===== src/rtl/key_event_gen_pkg.sv =====
// -----------------------------------------------------------------------------
// key_event_gen_pkg
// Shared definitions for the per-button key event generator and the keypad
// decoder that consumes its events.
//   - key_state_e    : button FSM states (IDLE / SHORT / REPEAT)
//   - DEF_LONG_CYC   : default long-press threshold (1 s at 50 MHz)
//   - DEF_REPEAT_CYC : default auto-repeat period (200 ms at 50 MHz)
//   - DEF_CNT_W      : default counter width covering both thresholds
//   - cnt_fits()     : true when a value is representable in a given width
// -----------------------------------------------------------------------------
package key_event_gen_pkg;

    typedef enum logic [1:0] {
        ST_IDLE   = 2'd0,
        ST_SHORT  = 2'd1,
        ST_REPEAT = 2'd2
    } key_state_e;

    localparam int DEF_LONG_CYC   = 50_000_000;
    localparam int DEF_REPEAT_CYC = 10_000_000;
    localparam int DEF_CNT_W      = 26;

    // A counter of 'width' bits can hold 'value' (widths of 32+ always can).
    function automatic bit cnt_fits(input int unsigned value, input int width);
        if (width >= 32) begin
            return 1'b1;
        end else begin
            return (value < (32'd1 << width));
        end
    endfunction

endpackage


===== src/rtl/key_event_gen_if.sv =====
// -----------------------------------------------------------------------------
// key_event_gen_if
// Bundles the debounced button level and the key event outputs of one button.
//   btn_i        : debounced level, 0 = pressed, 1 = idle
//   press_o      : one-cycle pulse on press
//   click_o      : one-cycle pulse on release before the long threshold
//   long_press_o : one-cycle pulse when the hold reaches the long threshold
//   repeat_o     : one-cycle pulse every repeat period after a long press
//   release_o    : one-cycle pulse on any release
//   held_o       : level, 1 while the button is considered held
// Modports:
//   master : the event generator (consumes btn_i, drives the events)
//   slave  : the surrounding logic (drives btn_i, consumes the events)
// -----------------------------------------------------------------------------
interface key_event_gen_if;

    logic btn_i;
    logic press_o;
    logic click_o;
    logic long_press_o;
    logic repeat_o;
    logic release_o;
    logic held_o;

    modport master (
        input  btn_i,
        output press_o,
        output click_o,
        output long_press_o,
        output repeat_o,
        output release_o,
        output held_o
    );

    modport slave (
        output btn_i,
        input  press_o,
        input  click_o,
        input  long_press_o,
        input  repeat_o,
        input  release_o,
        input  held_o
    );

endinterface


===== src/rtl/key_event_gen.sv =====
// -----------------------------------------------------------------------------
// key_event_gen
// Turns a debounced active-low button level into single-cycle key events
// (press, click, long press, auto-repeat, release) plus a registered held level.
// One FSM and one counter shared by the long-press and auto-repeat phases.
// Every output is a flop; btn_i only feeds next-state logic.
// Ports:
//   clk : system clock, rising edge
//   rst : synchronous active-high reset
//   kif : key_event_gen_if.master (btn_i in, event outputs out)
// -----------------------------------------------------------------------------
module key_event_gen
    import key_event_gen_pkg::*;
#(
    parameter int LONG_CYC   = DEF_LONG_CYC,
    parameter int REPEAT_CYC = DEF_REPEAT_CYC,
    parameter int CNT_W      = DEF_CNT_W
) (
    input  logic                    clk,
    input  logic                    rst,
    key_event_gen_if.master         kif
);

    // Elaboration-time parameter sanity.
    if (LONG_CYC < 2) begin : g_chk_long
        $error("key_event_gen: LONG_CYC must be >= 2");
    end
    if (REPEAT_CYC < 2) begin : g_chk_rep
        $error("key_event_gen: REPEAT_CYC must be >= 2");
    end
    if (!cnt_fits(LONG_CYC - 1, CNT_W) || !cnt_fits(REPEAT_CYC - 1, CNT_W)) begin : g_chk_w
        $error("key_event_gen: CNT_W too small for LONG_CYC/REPEAT_CYC");
    end

    // Terminal counts: the counter is zeroed on state entry, so the threshold
    // edge is the one where it has already reached N-1.
    localparam logic [CNT_W-1:0] LONG_LAST   = CNT_W'(LONG_CYC - 1);
    localparam logic [CNT_W-1:0] REPEAT_LAST = CNT_W'(REPEAT_CYC - 1);

    key_state_e       state_q, state_d;
    logic [CNT_W-1:0] cnt_q, cnt_d;
    logic             press_q, press_d;
    logic             click_q, click_d;
    logic             long_q, long_d;
    logic             rep_q, rep_d;
    logic             rel_q, rel_d;
    logic             held_q, held_d;

    // Next-state, counter and event decode; release wins over a threshold.
    always_comb begin
        state_d = state_q;
        cnt_d   = cnt_q;
        press_d = 1'b0;
        click_d = 1'b0;
        long_d  = 1'b0;
        rep_d   = 1'b0;
        rel_d   = 1'b0;
        case (state_q)
            ST_IDLE: begin
                if (!kif.btn_i) begin
                    press_d = 1'b1;
                    cnt_d   = {CNT_W{1'b0}};
                    state_d = ST_SHORT;
                end else begin
                    state_d = ST_IDLE;
                end
            end
            ST_SHORT: begin
                if (kif.btn_i) begin
                    click_d = 1'b1;
                    rel_d   = 1'b1;
                    state_d = ST_IDLE;
                end else if (cnt_q == LONG_LAST) begin
                    long_d  = 1'b1;
                    cnt_d   = {CNT_W{1'b0}};
                    state_d = ST_REPEAT;
                end else begin
                    cnt_d   = cnt_q + CNT_W'(1);
                end
            end
            ST_REPEAT: begin
                if (kif.btn_i) begin
                    rel_d   = 1'b1;
                    state_d = ST_IDLE;
                end else if (cnt_q == REPEAT_LAST) begin
                    rep_d   = 1'b1;
                    cnt_d   = {CNT_W{1'b0}};
                end else begin
                    cnt_d   = cnt_q + CNT_W'(1);
                end
            end
            default: begin
                // Unreachable encoding: recover to a quiet idle.
                state_d = ST_IDLE;
                cnt_d   = {CNT_W{1'b0}};
            end
        endcase
        held_d = (state_d != ST_IDLE);
    end

    // State, counter and output registers with synchronous reset.
    always_ff @(posedge clk) begin
        if (rst) begin
            state_q <= ST_IDLE;
            cnt_q   <= {CNT_W{1'b0}};
            press_q <= 1'b0;
            click_q <= 1'b0;
            long_q  <= 1'b0;
            rep_q   <= 1'b0;
            rel_q   <= 1'b0;
            held_q  <= 1'b0;
        end else begin
            state_q <= state_d;
            cnt_q   <= cnt_d;
            press_q <= press_d;
            click_q <= click_d;
            long_q  <= long_d;
            rep_q   <= rep_d;
            rel_q   <= rel_d;
            held_q  <= held_d;
        end
    end

    assign kif.press_o      = press_q;
    assign kif.click_o      = click_q;
    assign kif.long_press_o = long_q;
    assign kif.repeat_o     = rep_q;
    assign kif.release_o    = rel_q;
    assign kif.held_o       = held_q;

endmodule


===== src/flat_wrapper.sv =====
// flat-port wrapper written by rule: the top's interface ports become plain ports
module key_event_gen_flat import key_event_gen_pkg::*;
#(
    parameter int LONG_CYC   = DEF_LONG_CYC,
    parameter int REPEAT_CYC = DEF_REPEAT_CYC,
    parameter int CNT_W      = DEF_CNT_W
)
  (clk, rst, kif_btn_i, kif_press_o, kif_click_o, kif_long_press_o, kif_repeat_o, kif_release_o, kif_held_o);
  key_event_gen_if kif_i ();
  input  logic clk;
  input  logic rst;
  input wire logic [$bits(kif_i.btn_i)-1:0] kif_btn_i;
  output wire logic [$bits(kif_i.press_o)-1:0] kif_press_o;
  output wire logic [$bits(kif_i.click_o)-1:0] kif_click_o;
  output wire logic [$bits(kif_i.long_press_o)-1:0] kif_long_press_o;
  output wire logic [$bits(kif_i.repeat_o)-1:0] kif_repeat_o;
  output wire logic [$bits(kif_i.release_o)-1:0] kif_release_o;
  output wire logic [$bits(kif_i.held_o)-1:0] kif_held_o;
  assign kif_i.btn_i = kif_btn_i;
  assign kif_press_o = kif_i.press_o;
  assign kif_click_o = kif_i.click_o;
  assign kif_long_press_o = kif_i.long_press_o;
  assign kif_repeat_o = kif_i.repeat_o;
  assign kif_release_o = kif_i.release_o;
  assign kif_held_o = kif_i.held_o;
  key_event_gen #(.LONG_CYC(LONG_CYC), .REPEAT_CYC(REPEAT_CYC), .CNT_W(CNT_W)) u_core (.clk(clk), .rst(rst), .kif(kif_i));
endmodule

===== config.mk =====
export PLATFORM = sky130hd
export DESIGN_NAME = key_event_gen_flat
export DESIGN_NICKNAME = d
export VERILOG_FILES = /design/src/rtl/key_event_gen_pkg.sv /design/src/rtl/key_event_gen_if.sv /design/src/rtl/key_event_gen.sv /design/src/flat_wrapper.sv
export SDC_FILE = /design/constraint.sdc
export NUM_CORES = 1
export LEC_CHECK = 0
export BUFFER_PORTS_ARGS = -buffer_cell sky130_fd_sc_hd__buf_2
export CAP_MARGIN = 20
export CORE_ASPECT_RATIO = 0.75
export CORE_MARGIN = 1.5
export CORE_UTILIZATION = 40
export DETAILED_ROUTE_END_ITERATION = 10
export GPL_ROUTABILITY_DRIVEN = 0
export GPL_TIMING_DRIVEN = 0
export PLACE_DENSITY = 0.63
export REMOVE_ABC_BUFFERS = 1
export SLEW_MARGIN = 30
export SYNTH_ARGS = -nofsm -noshare
export SYNTH_HDL_FRONTEND = slang
export SYNTH_SLANG_ARGS = --single-unit

===== constraint.sdc =====
create_clock -name clk -period 2 [get_ports clk]
set_clock_uncertainty 0.1 [all_clocks]
set_input_delay 0.4 -clock clk [delete_from_list [all_inputs] [get_ports clk]]
set_output_delay 0.4 -clock clk [all_outputs]
set_load 0.05 [all_outputs]

### Yosys cells after proc, flatten, opt, wreduce, memory -nomap -nowiden

Cells that the tools add are included.

| storage, ports and cells | value |
|---|---|
| register bits | 34 |
| input port bits | 3 |
| output and inout bits | 6 |
| word-level logic and storage cells | 44 |

| operators by class | value |
|---|---|
| $add $sub $neg | 1 |
| equality and inequality tests | 7 |
| mux-type cells | 15 |
| bitwise operators | 4 |
| reductions and logical operators | 9 |

Operators by type and width:

| cell | count |
|---|---|
| 26-bit 2-to-1 mux | 5 |
| 26-bit case mux with 3 select lines | 1 |
| 26-bit by 1-bit adder with 26-bit output (second input constant) | 1 |
| 26-bit by 24-bit == test with 1-bit output (second input constant) | 1 |
| 26-bit == test (second input constant) | 1 |
| 2-bit OR reduction | 4 |
| 2-bit 2-to-1 mux | 3 |
| 2-bit inequality test (second input constant) | 3 |
| 2-bit case mux with 3 select lines | 1 |
| 3-bit OR reduction | 2 |
| 1-bit 2-to-1 mux | 5 |
| 1-bit NOT | 4 |
| 3-bit AND reduction | 1 |
| 2-bit by 1-bit == test with 1-bit output (second input constant) | 1 |
| 2-bit == test (second input constant) | 1 |
| 2-bit logical NOT | 1 |
| 2-bit nonzero test | 1 |

### Depth between registers and ports, before layout

| logic depth | value |
|---|---|
| depth in word-level cells | 5 |
| mapped depth | 9 |
| depth with buffers taken out | 8 |

### Worst setup path after synthesis

No wires, ideal clock.

| timing path | value |
|---|---|
| kind | register -> register |
| start point | register u_core.state_q[0] |
| end point | register u_core.cnt_q[23] |
| arrival time | 1.970 ns |
| path slack | -0.184 ns |
| stages on the path, launching flop included | 9 |
| path buffers | 0 |
| period minus slack after synthesis | 2.184 ns |
| cells stage by stage | dfxtp_1 -> inv_1 -> ha_1 -> o31ai_1 -> nand4_1 -> or4_4 -> nor3_2 -> xnor2_1 -> nor2_1 |

| between the ends | value |
|---|---|
| word-level cells in the longest chain between the ends | 3 |
| elaborated cells between the ends (all ways) | 8 |
| those cells by class | 5 x eq/ne; 1 x mux; 2 x reduce/logical |

RTL lines:

| item | line | text |
|---|---|---|
| from (decl) | key_event_gen.sv:40 | `key_state_e state_q, state_d;` |
| from (signal assigned) | key_event_gen.sv:113 | `state_q <= state_d;` |
| 2-bit == test (tied with other cells) | key_event_gen.sv:58 | `case (state_q)` |
| 2-bit inequality test (no source line) | -- |  |
| 3-bit AND reduction (no source line) | -- |  |
| to (signal assigned) | key_event_gen.sv:105 | `cnt_q <= {CNT_W{1'b0}};` |
| to (signal assigned) | key_event_gen.sv:114 | `cnt_q <= cnt_d;` |
| to (decl) | key_event_gen.sv:41 | `logic [CNT_W-1:0] cnt_q, cnt_d;` |

Several ways; a longest one is shown, not always the timed one.
A chain may end at the register's enable or synchronous reset.

### Worst setup path in the final report

| timing path | value |
|---|---|
| start point | register u_core.cnt_q[1] |
| end point | register u_core.cnt_q[9] |

| between the ends | value |
|---|---|
| word-level cells in the longest chain between the ends | 4 |
| elaborated cells between the ends (all ways) | 8 |
| those cells by class | 1 x add/sub; 2 x eq/ne; 5 x mux |

RTL lines:

| item | line |
|---|---|
| 26-bit by 1-bit adder with 26-bit output (tied with other cells) | key_event_gen.sv:78, key_event_gen.sv:89 |
| 26-bit 2-to-1 mux (on tied branches) | key_event_gen.sv:85, key_event_gen.sv:73 |
| 26-bit 2-to-1 mux (on tied branches) | key_event_gen.sv:82, key_event_gen.sv:69 |
| 26-bit case mux with 3 select lines (*) | key_event_gen.sv:58 |

Every way passes the cells marked *; elsewhere a longest branch is shown, timed or not. The select of a mux whose other input is x is not followed.

==> metrics <==
status finished, violations left; violations in the final reports negative setup slack; Crit-path slowest cell dfxtp_4; most common cell after layout, fill and taps aside nor2_1; setup violation total in the final timing report 25; Max-slew headroom 0.632; first-pass GRT wire length 6.54 mm; RSZ-0062 raised after global routing true; vias per cell 5.43; core region area ~4100 um2; CTS root buf clkbuf_8; multiplexer share of the synthesized area 0.0125; diode count 0; Total Nets Final 230; DRT Pass-1 Iters 4; DIE AREA between 4000 and 5000 um2; layout cells sized above 1 0.398; total detailed-routing wirelength approximately 4.4 mm; pre-CTS setup slack -0.560 ns; Pwr per Cell Area 547 nW/um2; Seq/Total Area, Yosys 0.400; number of clock sinks 34; antenna violations before repair 0; min Tclk post-route 2.11 ns; clock transition at the registers of the reported paths 0.07 ns; routed length per instance 15.9 um; final hold viol count 0; peak ir drop on the vdd network 0.000363 V; number of library cell types mapped by synthesis 46; TritonCTS clock tree done; data required time of the worst path 2.08 ns; detailed placer's ending HPWL about 2.4 mm; vias post-DR 1498; pin count of the biggest net entering global routing 13; Max Buffers Root-to-Sink 2; number of design rule violations left after detail routing 0; Remaining Overflow, GRT 0; number of ports placed on the die boundary 9; Total Power Consumption roughly 1300 uW; initial cell density of the core 0.419; Num CTS Buffers 5; path class of the lowest-slack min-delay path in2reg; crit end category flip-flop; simple-gate portion of the synthesized area 0.309; Static Leak 0.000773 uW; Avg Synthesized Cell Area 9.00 um2; Placement Rows 20; height of the die 59.5 um; via count of the first global-routing pass 1348; number of cells on the worst reg-to-reg path 8; delay contributed by the slowest stage of the critical path 0.38 ns; synthesized cell area 1700 um2; commonest non-fill, non-tap cells in the layout nor2_1 (20), nand2_1 (19), buf_4 (17), dfxtp_1 (17), a31oi_1 (11); drt first-iter violations 55; total negative slack for setup checks -1.95 ns; number of flip-flops and latches in the synthesized netlist 34; highest net fanout along the worst path 6; share of the synthesized area in compound gates (AO/OA/AOI/OAI) 0.155; worst-case hold slack 0.287 ns; Fmax 475 MHz; number of nets with antenna violations after detailed routing 0; Yosys Warn Count 0; Crit path max-delay family compound AO/OA/AOI/OAI gates; Skew-Pair Late Insertion Delay approximately 0.28 ns; Startpoint Class flip-flop; arrival time of data at the critical path endpoint 2.18 ns; pin slew with the least headroom to its limit 0.551 ns; part of the cycle the worst path needs 1.05; max-cap violations 0; combinational family with the most area after synthesis simple AND/OR/NAND/NOR gates; Slew Limit Fails 0; Adder-Cell Fraction of Synth Area 0.0368; classification of the worst setup path reg2reg; final worst-path setup slack -0.107 ns; number of stages on the worst setup path 8; Die X-Extent 78.3 um; hold-critical path depth 2; CTS HTree Levels 2; Layout area overhead 35.9%; critical path cell sequence ha_4, and3_4, nand4_4, o41ai_4, buf_6, a21oi_4, a22o_1, a31o_1; xor and xnor fraction of the mapped netlist area 0.0618; All-Layer GR Usage 0.185; synthesized netlist cell count 189; number of buffers and inverters on the critical path 1; port bufs 8
## worst paths after layout
kind,from,to,slack [ns]
worst min-delay path,rst,u_core.kif.long_press_o,0.29
worst min register to register,u_core.cnt_q[4],u_core.cnt_q[4],0.39
worst max register to register,u_core.cnt_q[1],u_core.cnt_q[9],-0.11
worst max-delay path,u_core.cnt_q[1],u_core.cnt_q[9],-0.11
## sequential cells by signal, indices dropped and copies added (netlist names)
| signal | count |
|---|---|
| u_core.kif.repeat_o | 1 |
| u_core.kif.held_o | 1 |
| u_core.kif.press_o | 1 |
| u_core.kif.release_o | 1 |
| u_core.kif.click_o | 1 |
| u_core.kif.long_press_o | 1 |
| u_core.state_q | 2 |
| u_core.cnt_q | 26 |
## what timing repair did
item	in CTS	in global routing
endpoints found under the hold margin	0	0
resized for setup	43	23
endpoints found under the setup margin	27	27
pin swaps	8	16
gates cloned	1	0
setup buffers	15	7
hold buffers	0	0
## routing by layer
metal  part of all wire  vias up  track usage
li1                   -      749            -
met1               0.50      711        0.267
met2               0.45       31        0.270
met3              0.044        7       0.0508
met4              0.012        0       0.0510
met5                  0        -            0
## area by class of cell
cell class              instances  area [um2]
fillers                       334        1740
clock buffers                   6        82.6
well taps                      55        68.8
multi-input cells             148        1180
inverters                       4        20.0
repair buffers                 29         230
flip-flops and latches         34         724
## cell usage after synthesis (all sizes together)
cell type,n,share of area
or2,2,0.0074
nand4,4,0.018
and2,5,0.018
a21boi,1,0.0044
a211oi,1,0.0074
or4,2,0.011
buf,4,0.016
nor2,21,0.048
and3,8,0.029
a31o,1,0.0052
or3,1,0.0037
dfxtp,34,0.40
and4bb,1,0.0074
nand2b,3,0.011
xor2,3,0.015
and3b,2,0.010
mux2,1,0.0066
ha,5,0.037
a31oi,12,0.044
a22o,2,0.010
nor4,4,0.018
o31ai,2,0.017
nand3,10,0.035
or2b,2,0.0088
a41oi,3,0.015
inv,4,0.0088
o21ai,3,0.0088
nand2,19,0.042
nor3,8,0.029
xnor2,9,0.046
and4,2,0.010
o41ai,1,0.016
a21oi,8,0.026
mux2i,1,0.0059
## cell families (layout without fill, tap and decap cells)
| family | count (synthesis) | after routing |
|---|---|---|
| simple gates | 94 | 94 |
| compound gates | 34 | 35 |
| flops | 34 | 34 |
| xor+xnor | 12 | 12 |
| buf+inv | 8 | 39 |
| fa+ha+maj | 5 | 5 |
| mux | 2 | 2 |
## worst register-to-register path, delay by kind of cell (launching register included)
family                   cells  cell delay, ns
AO/OA/AOI/OAI                4            0.82
adder cells (fa/ha/maj)      1            0.14
buffers and inverters        1            0.18
flip-flops                   1            0.38
AND/OR/NAND/NOR              2            0.38
## metrics by stage
stage,utilization,area [um2],cells
finish,0.570,2310,276
global route,0.570,2310,276
CTS,0.534,2160,270
detailed placement,0.440,1780,248
global placement,0.440,1780,248
floorplan,-,1670,185
## where the power goes
group	internal (uW)	switching, uW	total, uW
Combinational	34.1	56.8	90.9
Clock	265	232	497
Sequential	671	4.11	675
Total	970	293	1260
Power figures use the tool's default switching activity.
